File: src/rtl/fetch_pkg.sv
// Shared definitions for the instruction fetch stage.
// Contents:
//   ADDR_W        - width of a word address; the PC wraps modulo 2^ADDR_W
//   DATA_W        - width of an instruction word
//   NOP_INSTR     - word driven to decode whenever no valid instruction is presented
//   fetch_state_t - fetch FSM states
//     S_FILL : memory output is stale (first cycle after reset)
//     S_RUN  : memory output belongs to req_pc_q
package fetch_pkg;
    localparam int ADDR_W = 10;
    localparam int DATA_W = 32;
    localparam logic [DATA_W-1:0] NOP_INSTR = '0;

    typedef enum logic {
        S_FILL = 1'b0,
        S_RUN  = 1'b1
    } fetch_state_t;
endpackage

File: src/rtl/if_perf_counters.sv
// Fetch-stage performance counters. Built only when IF_PERF_CNT_EN is defined.
// All three counters are 32 bits wide, are cleared by reset and wrap silently.
// Ports:
//   clk, rst           - clock; asynchronous active-high reset
//   if_valid           - a valid instruction is being presented to decode
//   stall              - decode is not accepting this cycle
//   redirect_valid     - a branch/jump redirect is taken this cycle
//   perf_fetch_cnt     - cycles in which a valid instruction was accepted
//   perf_stall_cnt     - cycles in which a valid instruction was held by stall
//   perf_redirect_cnt  - cycles in which a redirect was taken
module if_perf_counters (
    input  logic        clk,
    input  logic        rst,
    input  logic        if_valid,
    input  logic        stall,
    input  logic        redirect_valid,
    output logic [31:0] perf_fetch_cnt,
    output logic [31:0] perf_stall_cnt,
    output logic [31:0] perf_redirect_cnt
);
    always_ff @(posedge clk or posedge rst) begin
        if (rst) begin
            perf_fetch_cnt    <= '0;
            perf_stall_cnt    <= '0;
            perf_redirect_cnt <= '0;
        end else begin
            if (if_valid && !stall) perf_fetch_cnt    <= perf_fetch_cnt + 32'd1;
            if (if_valid && stall)  perf_stall_cnt    <= perf_stall_cnt + 32'd1;
            if (redirect_valid)     perf_redirect_cnt <= perf_redirect_cnt + 32'd1;
        end
    end
endmodule

File: src/rtl/instruction_fetch.sv
// Instruction fetch stage. It sits in front of a synchronous-read instruction
// memory with one cycle of read latency. The stage owns the PC, drives the
// memory address, and pairs each returned word with its PC and a valid flag.
// Optional feature: defining IF_PERF_CNT_EN adds the three perf_* counters.
// Ports:
//   clk, rst        - clock; asynchronous active-high reset
//   imem_addr       - combinational word address presented to the memory
//   imem_data       - registered read data (word addressed on the previous cycle)
//   stall           - decode is not accepting; hold the current if_instr/if_pc
//   redirect_valid  - a branch/jump redirect is taken this cycle
//   redirect_pc     - target word address of the redirect
//   if_instr        - instruction to decode (pass-through of imem_data, or NOP)
//   if_pc           - word address of if_instr
//   if_valid        - if_instr is a real, non-killed instruction
//   perf_*_cnt      - performance counters (IF_PERF_CNT_EN builds only)
module instruction_fetch
    import fetch_pkg::*;
#(
    parameter logic [ADDR_W-1:0] RESET_PC = '0
) (
    input  logic              clk,
    input  logic              rst,
    output logic [ADDR_W-1:0] imem_addr,
    input  logic [DATA_W-1:0] imem_data,
    input  logic              stall,
    input  logic              redirect_valid,
    input  logic [ADDR_W-1:0] redirect_pc,
    output logic [DATA_W-1:0] if_instr,
    output logic [ADDR_W-1:0] if_pc,
    output logic              if_valid
`ifdef IF_PERF_CNT_EN
    ,
    output logic [31:0]       perf_fetch_cnt,
    output logic [31:0]       perf_stall_cnt,
    output logic [31:0]       perf_redirect_cnt
`endif
);
    localparam logic [ADDR_W-1:0] PC_INC = 1;

    fetch_state_t      state_q, state_d;
    logic [ADDR_W-1:0] pc_q, pc_d;          // next address to request
    logic [ADDR_W-1:0] req_pc_q, req_pc_d;  // address whose data is on imem_data

    always_ff @(posedge clk or posedge rst) begin
        if (rst) begin
            state_q  <= S_FILL;
            pc_q     <= RESET_PC;
            req_pc_q <= RESET_PC;
        end else begin
            state_q  <= state_d;
            pc_q     <= pc_d;
            req_pc_q <= req_pc_d;
        end
    end

    always_comb begin
        state_d   = state_q;
        pc_d      = pc_q;
        req_pc_d  = req_pc_q;
        imem_addr = pc_q;
        if_valid  = 1'b0;
        if_pc     = req_pc_q;

        if (redirect_valid) begin
            // Kill whatever the memory returns this cycle. The target is read
            // now, so it is presented on the very next cycle.
            imem_addr = redirect_pc;
            req_pc_d  = redirect_pc;
            pc_d      = redirect_pc + PC_INC;
            state_d   = S_RUN;
        end else if (state_q == S_FILL) begin
            // Memory output is stale here, so stall has nothing to hold.
            req_pc_d = pc_q;
            pc_d     = pc_q + PC_INC;
            state_d  = S_RUN;
        end else begin
            if_valid = 1'b1;
            if (stall) begin
                // Re-read the presented word so imem_data stays stable.
                imem_addr = req_pc_q;
            end else begin
                req_pc_d = pc_q;
                pc_d     = pc_q + PC_INC;
            end
        end
    end

    assign if_instr = if_valid ? imem_data : NOP_INSTR;

`ifdef IF_PERF_CNT_EN
    if_perf_counters u_perf (
        .clk               (clk),
        .rst               (rst),
        .if_valid          (if_valid),
        .stall             (stall),
        .redirect_valid    (redirect_valid),
        .perf_fetch_cnt    (perf_fetch_cnt),
        .perf_stall_cnt    (perf_stall_cnt),
        .perf_redirect_cnt (perf_redirect_cnt)
    );
`endif
endmodule
File: config.mk
export PLATFORM = sky130hd
export DESIGN_NAME = instruction_fetch
export DESIGN_NICKNAME = d
export VERILOG_FILES = /design/src/rtl/fetch_pkg.sv /design/src/rtl/if_perf_counters.sv /design/src/rtl/instruction_fetch.sv
export SDC_FILE = /design/constraint.sdc
export NUM_CORES = 1
export LEC_CHECK = 0
export ABC_CLOCK_PERIOD_IN_PS = 1600
export CAP_MARGIN = 30
export CORE_ASPECT_RATIO = 0.9
export CORE_MARGIN = 4
export CORE_UTILIZATION = 32
export DETAILED_ROUTE_END_ITERATION = 10
export GPL_TIMING_DRIVEN = 1
export PLACE_DENSITY = 0.77
export SYNTH_ARGS = -nofsm -noshare
export SYNTH_HDL_FRONTEND = slang
export SYNTH_SLANG_ARGS = --single-unit
File: constraint.sdc
create_clock -name clk -period 1.6 [get_ports clk]
set_clock_uncertainty 0.15 [all_clocks]
set_input_delay 0.32 -clock clk [delete_from_list [all_inputs] [get_ports clk]]
set_output_delay 0.32 -clock clk [all_outputs]
set_load 0.05 [all_outputs]
==> summary.md, run 1 <==
| Metric | Value |
|---|---|
| Status | finished, violations left |
| Failing checks | setup timing |
| Mapped Nets | 206 |
| Ant diodes | 0 |
| Most common cell after layout, fill and taps aside | buf_12 |
| Crit path buf inv count | 1 |
| Grt ovf | 0 |
| Layout Utilization | 90.40% |
| DP Wirelength | 4.574 mm |
| Post-synthesis simple-gate area fraction | 29.05% |
| Die height | 71.70 um |
| Delay-heaviest family, CP | flip-flops |
| Cell Chain, Critical Path | inv_1 -> o21ai_1 -> ha_2 -> nand4b_1 -> o21ai_4 -> nand3_2 -> xor2_2 -> mux2i_1 |
| Pwr/cell area | 678.9 mW/mm2 |
| CP Launch Type | flip-flop |
| Number of port buffers | 98 |
| Hold Path Class | in -> async |
| Setup ws final | -0.4031 ns |
| Total power draw | 2.585 mW |
| Cell Area, Synth | 0.001443 mm2 |
| Largest fanout on the critical path | 6 |
| First-pass GRT wire length | 10.41 mm |
| DIE AREA | 0.005648 mm2 |
| Initial antenna violation count | 0 |
| Synth cell types | 35 |
| DRC Markers | 0 |
| Commonest cells after routing, fill and taps aside | buf_12, buf_4, clkdlybuf4s50_1, and2_4, dfrtp_1 |
| CTS max path bufs | 2 |
| Later-pin clock latency in the skew report | 0.27 ns |
| Sinks on Clock Net | 21 |
| Worst VDD drop | 0.0006239 V |
| Routed WL | 8.570 mm |
| Starting Density | 34.25% |
| Total Routing Usage GR | 23.88% |
| Post-synthesis adder-cell area fraction | 0.8673% |
| Post-synth top flop | dfrtp_1 |
| CP Capture Type | flip-flop |
| Mux cell area share after synthesis | 10.49% |
| Drt wl/cell | 23.54 um |
| Asr flop ratio synth | 100.0% |
| Fin. Hold Viols | 0 |
| Clk root buf | clkbuf_8 |
| Highest clock rate | 499.2 MHz |
| Io pins | 99 |
| Post-synthesis register bit count | 21 |
| Setup violations, final | 51 |
| Share of cells above drive strength 1 | 60.53% |
| Vias in the first global route | 1886 |
| Max incr delay on CP | 0.39 ns |
| Core Box Area | 0.004212 mm2 |
| RSZ-0062 raised after global routing | yes |
| Leak | 1.721 nW |
| Die Wd | 78.78 um |
| Max Slew Vio Count | 0 |
| Post-DRT Antenna Nets | 0 |
| Gpl congestion | 0.8404 |
| DR vias | 1919 |
| Clk slew on worst S/H paths | 0.09 ns |
| Tcrit/Tclk final | 125.2% |
| Synth Area in XOR/XNOR | 8.500% |
| Number of synthesized flops with an enable pin | 0 |
| WP data arrival | 2.05 ns |
| Synth warnings | 0 |
| Initial DRC count | 201 |
| CTS tree | built |
| Mapped Cells | 159 |
| Final net count | 352 |
| CP required | 1.65 ns |
| Post-layout minimum cycle time | 2.003 ns |
| CP max stage cell | dfrtp_1 |
| H-tree lvl count | 1 |
| Vias/cell | 5.272 |
| Drt pass-1 iters | 4 |
| Compound-gate portion of the synthesized area | 10.49% |
| Pin count of the biggest net entering global routing | 22 |
| Min Hold Slack | 0.2463 ns |
| Register area share after synthesis | 36.43% |
| CP Class | reg -> reg |
| Largest family of logic cells by synthesized area | simple AND/OR/NAND/NOR gates |
| Area growth, synth to finish | 163.9% |
| Avg Cell Area, Syn | 9.073 um2 |
| CTS buffer count | 3 |
| Row cnt | 22 |
| Max cap viols | 0 |
per-stage QoR:
step                      std cells  TNS [ns]  instance area [um2]  setup WS [ns]
after floorplan                 159    -5.848                 1597        -0.2922
after global placement          344    -31.77                 3393        -0.6814
after detailed placement        344    -33.92                 3393        -0.7912
after CTS                       357    -12.15                 3647        -0.3435
after global routing            364    -17.82                 3807        -0.4840
final                           364    -15.66                 3807        -0.4031
cells in the mapped netlist (2+ instances only):
master / instances / area, um2
a21oi_1: 2 / 10.01
and2_1: 32 / 200.2
and3_4: 2 / 22.52
buf_2: 3 / 15.01
clkbuf_1: 4 / 15.01
dfrtp_1: 21 / 525.5
inv_1: 3 / 11.26
mux2i_1: 14 / 140.1
nand2_1: 20 / 75.07
nand3_1: 5 / 25.02
nand4_1: 2 / 12.51
nor2_1: 2 / 7.510
o21ai_0: 9 / 45.04
o21ai_1: 7 / 35.03
xnor2_1: 3 / 26.28
xor2_1: 11 / 96.34
layout make-up:
type / count / area [um2]
Clock buffer: 3 / 41.29
Timing Repair Buffer: 149 / 2024
Multi-Input combinational cell: 126 / 1121
Tap cell: 60 / 75.07
Clock inverter: 1 / 5.005
Inverter: 4 / 15.01
Sequential cell: 21 / 525.5
Fill cell: 159 / 404.1
layer usage:
metal	vias to the layer above	wire length (um)	track usage, %	share of wire (%)
met5	-	0	0	0
met4	0	447	5.825	5.2
met3	45	563	3.392	6.6
met2	126	4598	44.49	54
met1	919	2959	28.77	35
li1	829	-	-	-
report_power, final:
group          switching (mW)  internal (mW)
registers               0.102          0.601
clock network           0.189          0.174
logic                   0.757          0.762
worst paths after layout:
check	slack [ns]	cells after the start	from	end
max in group asynchronous	0.82	3	rst	if_pc[9]
hold reg to reg	0.52	2	pc_q[5]	pc_q[5]
setup / recovery	-0.40	8	pc_q[1]	pc_q[6]
min in group clk	0.33	4	redirect_valid	if_pc[1]
hold / removal	0.25	3	rst	if_pc[5]
setup reg to reg	-0.40	8	pc_q[1]	pc_q[6]
timing repair:
| action | in CTS | in global routing |
|---|---|---|
| pin swaps | 37 | 24 |
| gates cloned | 4 | 0 |
| gates resized for setup | 33 | 29 |
| hold buffers | 0 | 0 |
| hold endpoints to repair | 0 | 0 |
| endpoints found under the setup margin | 53 | 51 |
| buffers inserted | 5 | 8 |
logic make-up after synthesis:
kind of cell,Yosys count
and+or+nand+nor,71
other,1
buffers and inverters,12
AOI/OAI and AO/OA,24
adders and majority gates,1
xor gates and xnor gates,14
DFF,21
muxes,15
tightest hold or removal path: stages:
cell and delay, ns:
clkdlybuf4s50_1 0.40, inv_1 0.06, buf_4 0.28
state kept, by name, indices dropped and copies added, names as in the netlist:
signal,flops
if_pc,10
state_q,1
pc_q,10
(Power assumes the default switching activity.)
==> inputs of run 2 (changes only) <==
--- a/config.mk
+++ b/config.mk
@@ -8,7 +8,6 @@
 export ABC_CLOCK_PERIOD_IN_PS = 1600
 export CAP_MARGIN = 30
 export CORE_ASPECT_RATIO = 0.9
-export CORE_MARGIN = 4
 export CORE_UTILIZATION = 32
 export DETAILED_ROUTE_END_ITERATION = 10
 export GPL_TIMING_DRIVEN = 1
==> summary.md, run 2 (same netlist as run 1, synthesis figures left out) <==
| Metric | Value |
|---|---|
| Status | finished, violations left |
| Failing checks | setup timing |
| RSZ-0062 raised after global routing | yes |
| Total Routing Usage GR | 26.83% |
| DIE AREA | 0.004781 mm2 |
| Drt pass-1 iters | 4 |
| Die Wd | 72.78 um |
| CP max stage cell | dfrtp_1 |
| CP required | 1.13 ns |
| Grt ovf | 0 |
| Later-pin clock latency in the skew report | 0.26 ns |
| CP Capture Type | output port |
| First-pass GRT wire length | 9.439 mm |
| Core Box Area | 0.004212 mm2 |
| Max cap viols | 0 |
| CTS max path bufs | 2 |
| Vias in the first global route | 1812 |
| Fin. Hold Viols | 0 |
| Routed WL | 8.283 mm |
| Reg2reg start | pc_q[0] |
| Initial antenna violation count | 0 |
| Hold Path Class | in -> async |
| Pin count of the biggest net entering global routing | 22 |
| WP data arrival | 1.52 ns |
| Row cnt | 22 |
| CP Launch Type | flip-flop |
| Total power draw | 2.595 mW |
| Area growth, synth to finish | 168.3% |
| FF-to-FF path depth | 8 |
| Worst VDD drop | 0.0005976 V |
| DRC Markers | 0 |
| Vias/cell | 5.189 |
| Cell Chain, Critical Path | nand2_2 -> buf_8 -> mux2i_1 -> o21ai_2 -> buf_12 |
| Max incr delay on CP | 0.42 ns |
| # fillers | 149 |
| CTS buffer count | 3 |
| Clk root buf | clkbuf_8 |
| Post-layout minimum cycle time | 1.989 ns |
| Setup TNS | -15.51 ns |
| Ant diodes | 0 |
| Commonest cells after routing, fill and taps aside | buf_12, buf_4, clkdlybuf4s50_1, and2_4, dfrtp_1 |
| Clk slew on worst S/H paths | 0.08 ns |
| Die height | 65.70 um |
| CP Class | reg -> out |
| Initial DRC count | 172 |
| Setup ws final | -0.3894 ns |
| CTS tree | built |
| Max Slew Vio Count | 0 |
| Leak | 1.719 nW |
| Tcrit/Tclk final | 124.3% |
| Post-DRT Antenna Nets | 0 |
| Delay-heaviest family, CP | flip-flops |
| H-tree lvl count | 1 |
| Most common cell after layout, fill and taps aside | buf_12 |
| Number of port buffers | 98 |
| Setup violations, final | 50 |
| DP Wirelength | 4.185 mm |
| Final net count | 358 |
| Pwr/cell area | 670.2 mW/mm2 |
| DR vias | 1920 |
| Layout Utilization | 91.92% |
| Worst slack, placed | -0.7934 ns |
| Starting Density | 34.25% |
| Reg2Reg Setup Slack | -0.29 ns |
| Io pins | 99 |
| Drt wl/cell | 22.39 um |
| Share of cells above drive strength 1 | 60.65% |
| Gpl congestion | 0.8750 |
| Crit path buf inv count | 2 |
| Worst reg2reg path endpoint | pc_q[8] |
| Sinks on Clock Net | 21 |
| Largest fanout on the critical path | 7 |
| Highest clock rate | 502.7 MHz |
## run 2: area by class of cell
cell class | count | area (um2) | share of cell area (%)
repair buffers | 155 | 2076 | 53.62
multi-input cells | 126 | 1135 | 29.31
flip-flops and latches | 21 | 525.5 | 13.57
well taps | 60 | 75.07 | 1.939
clock buffers | 4 | 45.04 | 1.164
inverters | 4 | 15.01 | 0.3878
## run 2: stage by stage
step                instance area, um2  hold WS, ns  std cells
floorplan                         1597       0.1465        159
global placement                  3366       0.4378        342
detailed placement                3366       0.4536        342
CTS                               3647       0.2422        357
global route                      3871       0.3441        370
finish                            3871       0.3170        370
## run 2: tightest hold or removal path, delay by kind of cell
family	cells	cell delay, ns
buffers and inverters	3	0.82
## run 2: worst max-delay path by stage
| stage | from | to | slack [ns] | cells past startpoint |
|---|---|---|---|---|
| 2_1_floorplan | redirect_valid | pc_q[6] | -0.29 | 11 |
| 3_3_place_gp | redirect_valid | pc_q[8] | -0.66 | 9 |
| 3_5_place_dp | redirect_valid | pc_q[8] | -0.79 | 9 |
| 4_1_cts | state_q | imem_addr[6] | -0.33 | 5 |
| 5_1_grt | state_q | imem_addr[2] | -0.45 | 5 |
| 6_report | state_q | imem_addr[2] | -0.39 | 5 |
## run 2: layer usage
metal,part of all wire [%],GRT usage [%]
met1,37,30.97
met2,53,49.30
met5,0,0
met4,3.2,10.05
met3,6.1,4.448
## run 2: report_power, final
group | internal, mW | switching (mW) | total [mW]
clock | 0.178 | 0.187 | 0.365
sequential | 0.601 | 0.103 | 0.704
combinational | 0.772 | 0.754 | 1.53
total | 1.55 | 1.04 | 2.59
## run 2: what timing repair did
action	CTS	global route
hold buffers	0	0
cloned	4	1
pin swaps	27	23
setup endpoints to repair	52	49
buffers inserted	7	14
gates resized for setup	33	32
==> inputs of run 3 (changes only) <==
--- a/config.mk
+++ b/config.mk
@@ -12,6 +12,8 @@
 export DETAILED_ROUTE_END_ITERATION = 10
 export GPL_TIMING_DRIVEN = 1
 export PLACE_DENSITY = 0.77
+export SETUP_SLACK_MARGIN = 0.3
+export SKIP_CTS_REPAIR_TIMING = 1
 export SYNTH_ARGS = -nofsm -noshare
 export SYNTH_HDL_FRONTEND = slang
 export SYNTH_SLANG_ARGS = --single-unit
==> summary.md, run 3 (same netlist as run 1, synthesis figures left out) <==
| Metric | Value |
|---|---|
| Clk slew on worst S/H paths | 0.09 ns |
| Status | finished, violations left |
| Clock power frac | 14.8% |
| Worst VDD drop | 0.0006501 V |
| CP Class | reg -> out |
| Hold Path Class | in -> async |
| Drt wl/cell | 18.49 um |
| Later-pin clock latency in the skew report | 0.27 ns |
| Drt pass-1 iters | 4 |
| DIE AREA | 0.004781 mm2 |
| H-tree lvl count | 1 |
| Grt ovf | 0 |
| Dpl cells | 341 |
| CTS tree | built |
| Combinational power share | 57.5% |
| Pin count of the biggest net entering global routing | 34 |
| Vias/cell | 5.090 |
| Area growth, synth to finish | 157.2% |
| Max cap viols | 0 |
| Highest clock rate | 512.3 MHz |
| # fillers | 191 |
| Most common cell after layout, fill and taps aside | buf_12 |
| FF-to-FF path depth | 8 |
| First-pass GRT wire length | 8.093 mm |
| Largest fanout on the critical path | 15 |
| Max Slew Vio Count | 0 |
| Vias in the first global route | 1666 |
| Total Routing Usage GR | 21.88% |
| Switching Fraction | 39.35% |
| CP Capture Type | output port |
| Core Box Area | 0.004212 mm2 |
| RSZ-0062 raised after global routing | yes |
| Post-DRT Antenna Nets | 0 |
| Cell Count, Final, Fillers Out | 354 |
| Reg2reg start | pc_q[0] |
| Post-layout minimum cycle time | 1.952 ns |
| Gpl congestion | 0.8132 |
| DRC Markers | 0 |
| CTS buffer count | 3 |
| CTS max path bufs | 2 |
| CP Launch Type | flip-flop |
| Share of cells above drive strength 1 | 57.48% |
| Leak | 1.680 nW |
| Clk root buf | clkbuf_8 |
| DR vias | 1802 |
| Commonest cells after routing, fill and taps aside | buf_12, clkdlybuf4s50_1, and2_4, buf_4, dfrtp_1 |
| Starting Density | 34.25% |
| Initial DRC count | 90 |
| Setup TNS | -12.14 ns |
| CP required | 1.13 ns |
| Routed WL | 6.546 mm |
| Failing checks | setup timing |
| Number of port buffers | 98 |
| Die Wd | 72.78 um |
| Setup violations, final | 47 |
| Share of power burned in registers | 27.7% |
| Tcrit/Tclk final | 122.0% |
| WP data arrival | 1.48 ns |
| Die height | 65.70 um |
| Worst reg2reg path endpoint | pc_q[8] |
| Reg2Reg Setup Slack | -0.22 ns |
| Setup ws final | -0.3519 ns |
| Cell internal pwr | 1.522 mW |
| Min Hold Slack | 0.2360 ns |
| Pwr/cell area | 676.6 mW/mm2 |
| DP Wirelength | 4.069 mm |
| Final net count | 342 |
| Row cnt | 22 |
| Ant diodes | 0 |
| Fin. Hold Viols | 0 |
| Sinks on Clock Net | 21 |
| Net switching power | 0.9876 mW |
| Initial antenna violation count | 0 |
| Io pins | 99 |
## run 3: cell count changes in the layout (fill, tap and decap cells not counted), sizes merged
cell and change:
clkdlybuf4s50 -1, bufbuf -1, clkbuf +1, buf -16, dlymetal6s2s +7, dlygate4sd2 -6
## run 3: cell type report
class | count | area (um2) | share of cell area (%)
clock buffer | 4 | 45.04 | 1.214
inverter | 4 | 15.01 | 0.4047
multi-input combinational | 126 | 1105 | 29.78
sequential | 21 | 528.0 | 14.23
tap | 60 | 75.07 | 2.024
timing repair buffer | 139 | 1942 | 52.34
## run 3: metal layers
metal	track usage [%]	part of all wire, %	vias up
li1	-	-	804
met1	27.83	37	897
met2	38.67	56	86
met3	4.448	4.8	15
met4	3.431	2.1	0
met5	0	0	-
## run 3: how the worst max path moves through the flow
stage                     slack [ns]  depth (start not counted)            to      startpoint
final                          -0.35                          5  imem_addr[7]         state_q
after CTS                      -0.64                          6  if_instr[20]  redirect_valid
after floorplan                -0.30                         11       pc_q[6]  redirect_valid
after detailed placement       -0.80                          9       pc_q[6]  redirect_valid
after global routing           -0.41                          5  imem_addr[7]         state_q
after global placement         -0.71                          9       pc_q[6]  redirect_valid
## run 3: critical path, cell delays in order (launching register included)
cell     delay (ns)
dfrtp_1        0.42
nand2_2        0.10
buf_12         0.17
mux2i_1        0.26
o21ai_2        0.11
buf_12         0.16
## run 3: metrics by stage
stage	total power [mW]	instance area [um2]	util [%]	setup slack [ns]
after floorplan	1.313	1645	-	-0.3005
after global placement	1.977	3401	80.75	-0.7059
after detailed placement	1.997	3401	80.75	-0.8037
after CTS	2.362	3446	81.82	-0.6374
after global routing	2.588	3710	88.09	-0.4105
final	2.510	3710	88.09	-0.3519
## run 3: power groups by stage
stage          sequential [mW]  combinational, mW  clock, mW
6_report                 0.696               1.44      0.370
2_1_floorplan            0.772              0.541          0
5_1_grt                  0.702               1.50      0.385
4_1_cts                  0.680               1.31      0.368
3_5_place_dp             0.688               1.31          0
3_3_place_gp             0.687               1.29          0
